<file path="src/rtl/pdm_capture_ctrl_if.sv">
`default_nettype none
// ============================================================================
// Module      : pdm_capture_ctrl_if
// Description : Valid/ready sample stream from the PDM capture controller
//               to the audio pipeline.
// Revision    : 1.0 - initial release
// ============================================================================
interface pdm_capture_ctrl_if #(
    parameter int DW = 16
) ();
    logic [DW-1:0] out_data;
    logic          out_valid;
    logic          out_ready;

    modport master (
        output out_data,
        output out_valid,
        input  out_ready
    );

    modport slave (
        input  out_data,
        input  out_valid,
        output out_ready
    );
endinterface
`default_nettype wire

</file>
<file path="src/rtl/pdm_capture_ctrl.sv">
`default_nettype none
// ============================================================================
// Module      : pdm_capture_ctrl
// Description : PDM mic / CIC sequencer with wake-up wait, settling discard,
//               gain shift with saturation and an output FIFO. Defining
//               PDM_DC_BLOCK_EN inserts a DC blocker after saturation.
// Revision    : 1.0 - initial release
// ============================================================================
module pdm_capture_ctrl #(
    parameter int WAKE_CYCLES = 23040,
    parameter int DISCARD     = 4,
    parameter int DEPTH       = 4,
    parameter int DW          = 16
) (
    input  wire logic          clk,
    input  wire logic          rst,
    input  wire logic          start,
    input  wire logic          stop,
    input  wire logic [2:0]    gain_shift,
    output logic               mic_en,
    input  wire logic          mic_pdm,
    output logic               cic_rst_n,
    output logic               cic_pdm_in,
    input  wire logic [DW-1:0] cic_dout,
    input  wire logic          cic_dout_valid,
    pdm_capture_ctrl_if.master out_if,
    output logic [1:0]         state_o,
    output logic               overflow,
    output logic [7:0]         drop_count
);

    localparam logic [1:0] c_IDLE   = 2'd0;
    localparam logic [1:0] c_WAKE   = 2'd1;
    localparam logic [1:0] c_SETTLE = 2'd2;
    localparam logic [1:0] c_RUN    = 2'd3;

    localparam int c_WCW       = $clog2(WAKE_CYCLES + 1);
    localparam int c_DCW       = (DISCARD > 1) ? $clog2(DISCARD) : 1;
    localparam int c_DLAST     = (DISCARD > 0) ? DISCARD - 1 : 0;
    localparam bit c_NO_SETTLE = (DISCARD == 0);
    localparam int c_AW        = $clog2(DEPTH);
    localparam int c_XW        = DW + 7;

    localparam logic [c_WCW-1:0] c_WAKE_LOAD = c_WCW'(WAKE_CYCLES - 1);
    localparam logic [c_DCW-1:0] c_DISC_LAST = c_DCW'(c_DLAST);

    localparam logic signed [c_XW-1:0] c_XMAX = {{8{1'b0}}, {(DW-1){1'b1}}};
    localparam logic signed [c_XW-1:0] c_XMIN = {{8{1'b1}}, {(DW-1){1'b0}}};

    // ------------------------------------------------------------------
    // Sequencer
    // ------------------------------------------------------------------
    logic [1:0]       r_state,     w_state_nxt;
    logic [c_WCW-1:0] r_wake_cnt,  w_wake_nxt;
    logic [c_DCW-1:0] r_disc_cnt,  w_disc_nxt;
    logic [2:0]       r_gain;
    logic             r_mic_en;
    logic             r_cic_rst_n;
    logic             r_pdm;
    logic             w_start_ok;
    logic             w_take;

    assign w_start_ok = (r_state == c_IDLE) && start && !stop;
    // A stop cycle swallows any sample arriving alongside it.
    assign w_take     = (r_state == c_RUN) && cic_dout_valid && !stop;

    always_comb begin
        w_state_nxt = r_state;
        w_wake_nxt  = r_wake_cnt;
        w_disc_nxt  = r_disc_cnt;
        case (r_state)
            c_IDLE: begin
                if (w_start_ok) begin
                    w_state_nxt = c_WAKE;
                    w_wake_nxt  = c_WAKE_LOAD;
                end
            end
            c_WAKE: begin
                if (stop) begin
                    w_state_nxt = c_IDLE;
                end else if (r_wake_cnt == '0) begin
                    w_state_nxt = c_NO_SETTLE ? c_RUN : c_SETTLE;
                    w_disc_nxt  = '0;
                end else begin
                    w_wake_nxt = r_wake_cnt - 1'b1;
                end
            end
            c_SETTLE: begin
                if (stop) begin
                    w_state_nxt = c_IDLE;
                end else if (cic_dout_valid) begin
                    if (r_disc_cnt == c_DISC_LAST) begin
                        w_state_nxt = c_RUN;
                    end else begin
                        w_disc_nxt = r_disc_cnt + 1'b1;
                    end
                end
            end
            default: begin
                if (stop) begin
                    w_state_nxt = c_IDLE;
                end
            end
        endcase
    end

    always_ff @(posedge clk) begin
        if (rst) begin
            r_state     <= c_IDLE;
            r_wake_cnt  <= '0;
            r_disc_cnt  <= '0;
            r_gain      <= '0;
            r_mic_en    <= 1'b0;
            r_cic_rst_n <= 1'b0;
            r_pdm       <= 1'b0;
        end else begin
            r_state     <= w_state_nxt;
            r_wake_cnt  <= w_wake_nxt;
            r_disc_cnt  <= w_disc_nxt;
            if (w_start_ok) begin
                r_gain <= gain_shift;
            end
            r_mic_en    <= (w_state_nxt != c_IDLE);
            r_cic_rst_n <= (w_state_nxt == c_SETTLE) || (w_state_nxt == c_RUN);
            r_pdm       <= (w_state_nxt != c_IDLE) ? mic_pdm : 1'b0;
        end
    end

    assign state_o    = r_state;
    assign mic_en     = r_mic_en;
    assign cic_rst_n  = r_cic_rst_n;
    assign cic_pdm_in = r_pdm;

    // ------------------------------------------------------------------
    // Gain shift with saturation
    // ------------------------------------------------------------------
    logic signed [c_XW-1:0] w_ext;
    logic signed [c_XW-1:0] w_shift;
    logic        [DW-1:0]   w_sat;

    assign w_ext   = signed'({{7{cic_dout[DW-1]}}, cic_dout});
    assign w_shift = w_ext <<< r_gain;

    always_comb begin
        w_sat = w_shift[DW-1:0];
        if (w_shift > c_XMAX) begin
            w_sat = {1'b0, {(DW-1){1'b1}}};
        end else if (w_shift < c_XMIN) begin
            w_sat = {1'b1, {(DW-1){1'b0}}};
        end
    end

    logic          w_push;
    logic [DW-1:0] w_push_data;

`ifdef PDM_DC_BLOCK_EN
    // ------------------------------------------------------------------
    // DC blocker: y[n] = x[n] - x[n-1] + y[n-1] - (y[n-1] >>> 8)
    // ------------------------------------------------------------------
    localparam logic signed [DW+1:0] c_YMAX = {3'b000, {(DW-1){1'b1}}};
    localparam logic signed [DW+1:0] c_YMIN = {3'b111, {(DW-1){1'b0}}};

    logic                 r_dc_vld;
    logic        [DW-1:0] r_dc_x;
    logic        [DW-1:0] r_dc_x1;
    logic        [DW-1:0] r_dc_y1;
    logic signed [DW+1:0] w_dc_sum;
    logic        [DW-1:0] w_dc_out;
    logic signed [DW-1:0] w_y1_shr;
    logic                 w_run_entry;

    assign w_y1_shr    = signed'(r_dc_y1) >>> 8;
    assign w_dc_sum    = signed'({{2{r_dc_x[DW-1]}},   r_dc_x})
                       - signed'({{2{r_dc_x1[DW-1]}},  r_dc_x1})
                       + signed'({{2{r_dc_y1[DW-1]}},  r_dc_y1})
                       - signed'({{2{w_y1_shr[DW-1]}}, w_y1_shr});
    assign w_run_entry = (w_state_nxt == c_RUN) && (r_state != c_RUN);

    always_comb begin
        w_dc_out = w_dc_sum[DW-1:0];
        if (w_dc_sum > c_YMAX) begin
            w_dc_out = {1'b0, {(DW-1){1'b1}}};
        end else if (w_dc_sum < c_YMIN) begin
            w_dc_out = {1'b1, {(DW-1){1'b0}}};
        end
    end

    always_ff @(posedge clk) begin
        if (rst) begin
            r_dc_vld <= 1'b0;
            r_dc_x   <= '0;
            r_dc_x1  <= '0;
            r_dc_y1  <= '0;
        end else begin
            r_dc_vld <= w_take;
            if (w_take) begin
                r_dc_x <= w_sat;
            end
            if (w_run_entry) begin
                r_dc_x1 <= '0;
                r_dc_y1 <= '0;
            end else if (r_dc_vld) begin
                r_dc_x1 <= r_dc_x;
                r_dc_y1 <= w_dc_out;
            end
        end
    end

    assign w_push      = r_dc_vld;
    assign w_push_data = w_dc_out;
`else
    assign w_push      = w_take;
    assign w_push_data = w_sat;
`endif

    // ------------------------------------------------------------------
    // Output FIFO
    // ------------------------------------------------------------------
    logic [DW-1:0]   r_mem [DEPTH];
    logic [c_AW:0]   r_wr_ptr;
    logic [c_AW:0]   r_rd_ptr;
    logic [DW-1:0]   r_hold;
    logic            r_overflow;
    logic [7:0]      r_drop_cnt;
    logic [c_AW:0]   w_count;
    logic            w_empty;
    logic            w_full;
    logic            w_pop;
    logic            w_wr_en;
    logic            w_drop;

    assign w_count = r_wr_ptr - r_rd_ptr;
    assign w_empty = (r_wr_ptr == r_rd_ptr);
    assign w_full  = (w_count == (c_AW+1)'(DEPTH));
    assign w_pop   = !w_empty && out_if.out_ready;
    // A pop in the same cycle frees the slot a full-FIFO push needs.
    assign w_wr_en = w_push && (!w_full || w_pop);
    assign w_drop  = w_push && w_full && !w_pop;

    always_ff @(posedge clk) begin
        if (w_wr_en) begin
            r_mem[r_wr_ptr[c_AW-1:0]] <= w_push_data;
        end
    end

    always_ff @(posedge clk) begin
        if (rst) begin
            r_wr_ptr   <= '0;
            r_rd_ptr   <= '0;
            r_hold     <= '0;
            r_overflow <= 1'b0;
            r_drop_cnt <= '0;
        end else begin
            if (w_wr_en) begin
                r_wr_ptr <= r_wr_ptr + 1'b1;
            end
            if (w_pop) begin
                r_rd_ptr <= r_rd_ptr + 1'b1;
                r_hold   <= r_mem[r_rd_ptr[c_AW-1:0]];
            end
            if (w_start_ok) begin
                r_overflow <= 1'b0;
                r_drop_cnt <= '0;
            end else if (w_drop) begin
                r_overflow <= 1'b1;
                if (r_drop_cnt != 8'hFF) begin
                    r_drop_cnt <= r_drop_cnt + 1'b1;
                end
            end
        end
    end

    // An empty FIFO keeps showing the last sample handed downstream.
    assign out_if.out_data  = w_empty ? r_hold : r_mem[r_rd_ptr[c_AW-1:0]];
    assign out_if.out_valid = !w_empty;
    assign overflow         = r_overflow;
    assign drop_count       = r_drop_cnt;

endmodule
`default_nettype wire

</file>
<file path="src/flat_wrapper.sv">
// flat-port wrapper written by rule: the top's interface ports become plain ports
module pdm_capture_ctrl_flat 
#(
    parameter int WAKE_CYCLES = 23040,
    parameter int DISCARD     = 4,
    parameter int DEPTH       = 4,
    parameter int DW          = 16
)
  (clk, rst, start, stop, gain_shift, mic_en, mic_pdm, cic_rst_n, cic_pdm_in, cic_dout, cic_dout_valid, state_o, overflow, drop_count, out_if_out_data, out_if_out_valid, out_if_out_ready);
  pdm_capture_ctrl_if #(.DW(DW)) out_if_i ();
  input  wire logic clk;
  input  wire logic rst;
  input  wire logic start;
  input  wire logic stop;
  input  wire logic [2:0] gain_shift;
  output logic mic_en;
  input  wire logic mic_pdm;
  output logic cic_rst_n;
  output logic cic_pdm_in;
  input  wire logic [DW-1:0] cic_dout;
  input  wire logic cic_dout_valid;
  output logic [1:0] state_o;
  output logic overflow;
  output logic [7:0] drop_count;
  output wire logic [$bits(out_if_i.out_data)-1:0] out_if_out_data;
  output wire logic [$bits(out_if_i.out_valid)-1:0] out_if_out_valid;
  input wire logic [$bits(out_if_i.out_ready)-1:0] out_if_out_ready;
  assign out_if_out_data = out_if_i.out_data;
  assign out_if_out_valid = out_if_i.out_valid;
  assign out_if_i.out_ready = out_if_out_ready;
  pdm_capture_ctrl #(.WAKE_CYCLES(WAKE_CYCLES), .DISCARD(DISCARD), .DEPTH(DEPTH), .DW(DW)) u_core (.clk(clk), .rst(rst), .start(start), .stop(stop), .gain_shift(gain_shift), .mic_en(mic_en), .mic_pdm(mic_pdm), .cic_rst_n(cic_rst_n), .cic_pdm_in(cic_pdm_in), .cic_dout(cic_dout), .cic_dout_valid(cic_dout_valid), .out_if(out_if_i), .state_o(state_o), .overflow(overflow), .drop_count(drop_count));
endmodule
</file>
<file path="config.mk">
export PLATFORM = sky130hd
export DESIGN_NAME = pdm_capture_ctrl_flat
export DESIGN_NICKNAME = d
export VERILOG_FILES = /design/src/rtl/pdm_capture_ctrl_if.sv /design/src/rtl/pdm_capture_ctrl.sv /design/src/flat_wrapper.sv
export SDC_FILE = /design/constraint.sdc
export NUM_CORES = 1
export LEC_CHECK = 0
export CAP_MARGIN = 20
export CORE_MARGIN = 1.5
export CORE_UTILIZATION = 52
export DETAILED_ROUTE_END_ITERATION = 16
export GPL_TIMING_DRIVEN = 0
export HOLD_SLACK_MARGIN = 0.05
export PLACE_DENSITY = 0.76
export REMOVE_ABC_BUFFERS = 1
export SKIP_CTS_REPAIR_TIMING = 1
export SYNTH_ARGS = -nofsm -noshare
export SYNTH_HDL_FRONTEND = slang
export SYNTH_SLANG_ARGS = --single-unit
</file>
<file path="constraint.sdc">
create_clock -name clk -period 2.5 [get_ports clk]
set_input_delay 0.5 -clock clk [delete_from_list [all_inputs] [get_ports clk]]
set_output_delay 0.5 -clock clk [all_outputs]
set_load 0.005 [all_outputs]
</file>
---- After elaboration in Yosys (flattened, before gate mapping) ----
Memory sizes are Yosys's and may differ from the RTL's. A register that Yosys moved wholly into a read port is not among the register bits.
Cells that the tools add are included.
word-level totals
  register bits ........................... 56
  memory bits (writable) .................. 64
  output and inout bits ................... 31
  word-level logic and storage cells ...... 88
  memories kept ........................... 1
memory list
  memory        words  bits a word  rd ports  clocked after Yosys merged registers in  write ports  RTL line                 text
  u_core.r_mem  4      16           1         1                                        1            pdm_capture_ctrl.sv:219  logic [DW-1:0] r_mem [DEPTH];
operators by class
  add/sub/neg operators ................... 6
  order comparisons ....................... 2
  equal/unequal tests ..................... 16
  shift operators ......................... 1
  mux-type cells .......................... 25
  bitwise logic cells ..................... 1
  reduce and logical (&&, ||, !) cells .... 24
operator list
  cell                                                                     count
  16-bit two-way mux                                                       3
  15-bit two-way mux                                                       3
  15-bit case mux with 2 select lines                                      1
  2-bit two-way mux                                                        14
  23-bit by 16-bit > comparator with 1-bit output (second input constant)  1
  23-bit by 16-bit < comparator with 1-bit output (second input constant)  1
  16-bit by 3-bit <<< shifter with 23-bit output                           1
  15-bit logical NOT                                                       1
  15-bit by 1-bit subtractor with 15-bit output (second input constant)    1
  2-bit equality test (second input constant)                              5
  2-bit != test (second input constant)                                    5
  8-bit by 1-bit adder with 8-bit output (second input constant)           1
  1-bit logical AND                                                        8
  8-bit != test (second input constant)                                    1
  3-bit by 1-bit adder with 3-bit output (second input constant)           2
  2-bit case mux with 3 select lines                                       1
  6-bit AND reduction                                                      1
  2-bit nonzero test                                                       3
  1-bit logical NOT                                                        4
  2-bit by 1-bit != test with 1-bit output (second input constant)         2
  2-bit case mux with 2 select lines                                       1
  4-bit AND reduction                                                      1
  2-bit OR reduction                                                       2
  3-bit equality test                                                      1
  9 further kinds                                                          11

---- Logic depth before layout (Yosys ltp) ----
  depth in word-level cells ............... 8
  gate-level depth with buffers ........... 8
  depth with buffers taken out ............ 7

---- Worst setup path after synthesis ----
Ideal clock, no wire load.
  kind .................................... input to register
  from .................................... input port cic_dout[8]
  to ...................................... memory u_core.r_mem[0][10] (data pin)
  arrival time ............................ 2.171 ns
  data required time ...................... 2.218 ns
  slack ................................... 0.047 ns
  stages .................................. 6
  path buffers ............................ 1
  cell sequence ........................... mux4_2 > or4_1 > a221oi_2 > a211o_2 > buf_8 > o21ai_2
between the ends
  word-level cells in the longest chain between the ends .. 4
  elaborated cells on any way between the ends .. 5
RTL lines
  element                                           RTL line                 text
  start, declared                                   flat_wrapper.sv:20       input wire logic [DW-1:0] cic_dout;
  16-bit by 3-bit <<< shifter with 23-bit output *  pdm_capture_ctrl.sv:142  assign w_shift = w_ext <<< r_gain;
  23-bit by 16-bit < comparator with 1-bit output   pdm_capture_ctrl.sv:148  end else if (w_shift < c_XMIN) begin
  16-bit two-way mux                                pdm_capture_ctrl.sv:148
  16-bit two-way mux *                              pdm_capture_ctrl.sv:146  if (w_shift > c_XMAX) begin
  net u_core.w_push_data[10]                        pdm_capture_ctrl.sv:154  logic [DW-1:0] w_push_data;
  end, declared                                     pdm_capture_ctrl.sv:219
The timed path passes the listed nets; every way through them passes the cells marked *.

---- Worst setup path after layout ----
  from .................................... register u_core.r_wr_ptr[0]
  to ...................................... output port out_if_out_data[12]
between the ends
  word-level cells in the longest chain between the ends .. 2
RTL lines
  element                 RTL line                 text
  start, declared         pdm_capture_ctrl.sv:220  logic [c_AW:0] r_wr_ptr;
  start signal, assigned  pdm_capture_ctrl.sv:255  r_wr_ptr <= r_wr_ptr + 1'b1;
  3-bit equality test     pdm_capture_ctrl.sv:233  assign w_empty = (r_wr_ptr == r_rd_ptr);
  16-bit two-way mux      pdm_capture_ctrl.sv:274  assign out_if.out_data = w_empty ? r_hold : r_mem[r_rd_ptr[c_AW-1:0]];
  end, declared           flat_wrapper.sv:25       output wire logic [$bits(out_if_i.out_data)-1:0] out_if_out_data;
No other way between the ends.

==> results_dict.tcl <==
set metrics [dict create \
    cpMostUsedCell "buf_6" \
    ys.flop_type "edfxtp_1" \
    fp.dieW_um 109.7 \
    min_path_cells 2 \
    grt_pass1_vias 4094 \
    path_class "flip-flop to output pin" \
    fin_tns_setup_ns -6.468 \
    place_congestion 0.8381 \
    routed_wl_mm 14.95 \
    maxSlewViolCount 0 \
    die_height_um 109.7 \
    grt_max_degree 46 \
    io_buffer_count 56 \
    top_layer "met4" \
    tightestPinTransition_ns 0.9224 \
    start_util_pct 53.92 \
    antenna_found_initial 0 \
    clkLatencyLatePin_ns 0.42 \
    fin_crit_sh_pct 108.7 \
    stdcell_area_um2 7906 \
    ys_async_sr_fraction_pct 0 \
    drt_iter0_drc 333 \
    area_delta_synth_final_pct 33.51 \
    slowest_delay_ns 0.38 \
    path_max_fanout 5 \
    drive_gt1_share_pct 29.08 \
    grt_pass1_wl_mm 20.52 \
    finalWorstSetupSlack_ns -0.2168 \
    numCtsBuffers 17 \
    route.met2.wl_mm 7.789 \
    synth_area_um2 5922 \
    grt-ovfl-total 0 \
    dpl_worst_slack_ns -1.101 \
    ios 57 \
    synth_top_area_share_pct 32.45 \
    startpoint_type "flip-flop" \
    synthTopCellsByArea "edfxtp_1 (32%), dfxtp_1 (20%), mux4_2 (11%)" \
    wl_met1_mm 5.849 \
    endpoint_kind "output pin" \
    grtUsageTotal_pct 23.11 \
    powerDensity_nw_per_um2 660.4 \
    clock.fmax_mhz 368.1 \
    worst_ep_required_time_ns 2.00 \
    cts_root_buf "clkbuf_16" \
    vias_per_cell 6.132 \
    yosysSeqAreaShare_pct 52.06 \
    cts_tree "done" \
    reg2reg_depth 7 \
    max_slew_margin_pct 37.64 \
    yosysTopAreaCell "edfxtp_1" \
    power_mw 5.222 \
    rows 38 \
    period_needed_ns 2.717 \
    rsz0062_at_grt "yes" \
    p_leak_nw 2.912 \
    ys_warn_count 0 \
    num_vias 4507 \
    detail_route.drc_violations 0 \
    dpl_cell_area_um2 6553 \
    ant_nets 0 \
    r2r_setup_slack_ns -0.12 \
    min_path_type "flip-flop to flip-flop" \
    violations "setup timing" \
    cts_buffer_depth 2 \
    setup_violations 63 \
    timing.final.hold_violations 0 \
    crit_slowest_cell "dfxtp_4" \
    antennaDiodeCount 0 \
    ys_types 63 \
    dieArea_um2 12040 \
    crit_arrival_ns 2.22 \
    htree_levels 4 \
    cts.sinks 122 \
    maxCapViolations 0 \
    route.met3.wl_um 980 \
    netlist_instances 501 \
    wire_per_inst_um 20.34 \
    ys_seq_elements 122 \
    finalClockSkew_ns 0.007287 \
    core_area_um2 10980 \
    cp_cell_sequence "inv_4 -> ha_4 -> nand2_4 -> nor2_4 -> clkbuf_16 -> buf_6 -> buf_6 -> mux2_4 -> buf_6" \
    firstDrtPassIters 5 \
    hpwlAfterDp_mm 8.159 \
    nNetsFinal 618 \
    outcome "complete, but fails checks" \
    vdd_drop_max_uv 534.4 \
    syn_area_per_cell_um2 11.82 \
    clkSlewWorstSetupHoldPaths_ns 0.06 \
    utilization_pct 71.99 \
    synth_edf_count 64 \
]
critical path, delay by kind of cell (launching register included):
kind                     cells  cell delay (ns)
multiplexers                 1             0.29
adder cells (fa/ha/maj)      1             0.28
AND/OR/NAND/NOR              2             0.31
flip-flops                   1             0.38
buffers and inverters        5             0.54
final cells by class:
class | count | area, um2
clock buffer | 19 | 432.9
clock inverter | 13 | 176.4
fill | 703 | 3077
inverter | 13 | 51.30
multi-input combinational | 334 | 2952
sequential | 122 | 3098
tap | 140 | 175.2
timing repair buffer | 94 | 1021
metrics by stage:
step / cells / hold slack [ns]
after floorplan: 467 / 0.4268
after global routing: 735 / 0.4824
after detailed placement: 667 / 0.4466
after CTS: 699 / 0.4561
final: 735 / 0.4593
after global placement: 663 / 0.4377
power by group:
part | switching [mW] | internal (mW)
Clock | 0.876 | 1.65
Sequential | 0.0352 | 2.16
Combinational | 0.276 | 0.223
Total | 1.19 | 4.03
cell usage after synthesis (2+ instances only):
cell type  count
edfxtp_1      64
dfxtp_1       58
nand2_1       49
a21oi_1       40
mux4_2        28
nor2_1        25
clkbuf_1      24
mux2_2        16
mux2i_1       14
inv_1         13
nand3_1       12
o21ai_0       11
ha_1          10
nor3_1        10
xor2_1        10
o21ai_2        9
and2_1         7
o21a_1         6
or3_1          6
and3_1         5
or4_1          5
xnor2_1        5
a31oi_1        4
buf_1          4
buf_2          4
nand4_1        4
nor4b_1        4
o2111ai_1      4
o31ai_1        4
a211oi_1       3
nand3b_1       3
nor2b_1        3
nor4_1         3
a22oi_1        2
o211ai_1       2
o311a_1        2
or2_2          2
flip-flops by register name, summed over array words and instances, names as in the netlist, 2 cells and up, named ones only:
signal / count
u_core.r_wake_cnt: 15
u_core.r_wr_ptr: 3
u_core.r_gain: 3
u_core.r_disc_cnt: 2
u_core.state_o: 2
u_core.r_rd_ptr: 3
u_core.drop_count: 8
u_core.r_mem: 64
u_core.r_hold: 16
cell families (layout without fill, tap and decap cells):
logic type                 count (synthesis)  count (layout)  share of synthesized area (%)
adders and majority gates                 10              10                          2.113
muxes                                     58              58                          16.06
buffers and inverters                     47             139                          3.380
AOI/OAI and AO/OA                        104             105                          11.81
DFF                                      122             122                          52.06
xor gates and xnor gates                  15              15                          2.218
and+or+nand+nor                          145             146                          12.36
cell usage in the layout (no fill, tap or decap), types with 6 or more instances in the layout:
cell,count
edfxtp_1,64
dfxtp_1,52
nand2_1,48
a21oi_1,40
clkdlybuf4s50_1,30
mux4_2,28
nor2_1,24
clkbuf_16,19
buf_6,18
buf_4,17
mux2i_1,14
mux2_4,13
inv_1,12
o21ai_4,12
nand3_1,11
dlymetal6s2s_1,11
xor2_1,10
nor3_1,9
ha_1,8
o21ai_0,7
clkbuf_2,7
or3_1,6
metal layers:
metal  up-vias  track usage, %
li1       2073               -
met1      2211           29.20
met2       196           38.55
met3        27           6.106
met4         0           7.885
met5         -               0
path summary, 6_finish.rpt:
path,start,to
max,u_core.r_wr_ptr[0],out_if_out_data[12]
min reg2reg,u_core.r_hold[13],u_core.r_hold[13]
min,u_core.r_hold[13],u_core.r_hold[13]
max reg2reg,u_core.r_gain[0],u_core.r_mem[3][7]
Note: power is estimated with default switching activity, not from simulation.
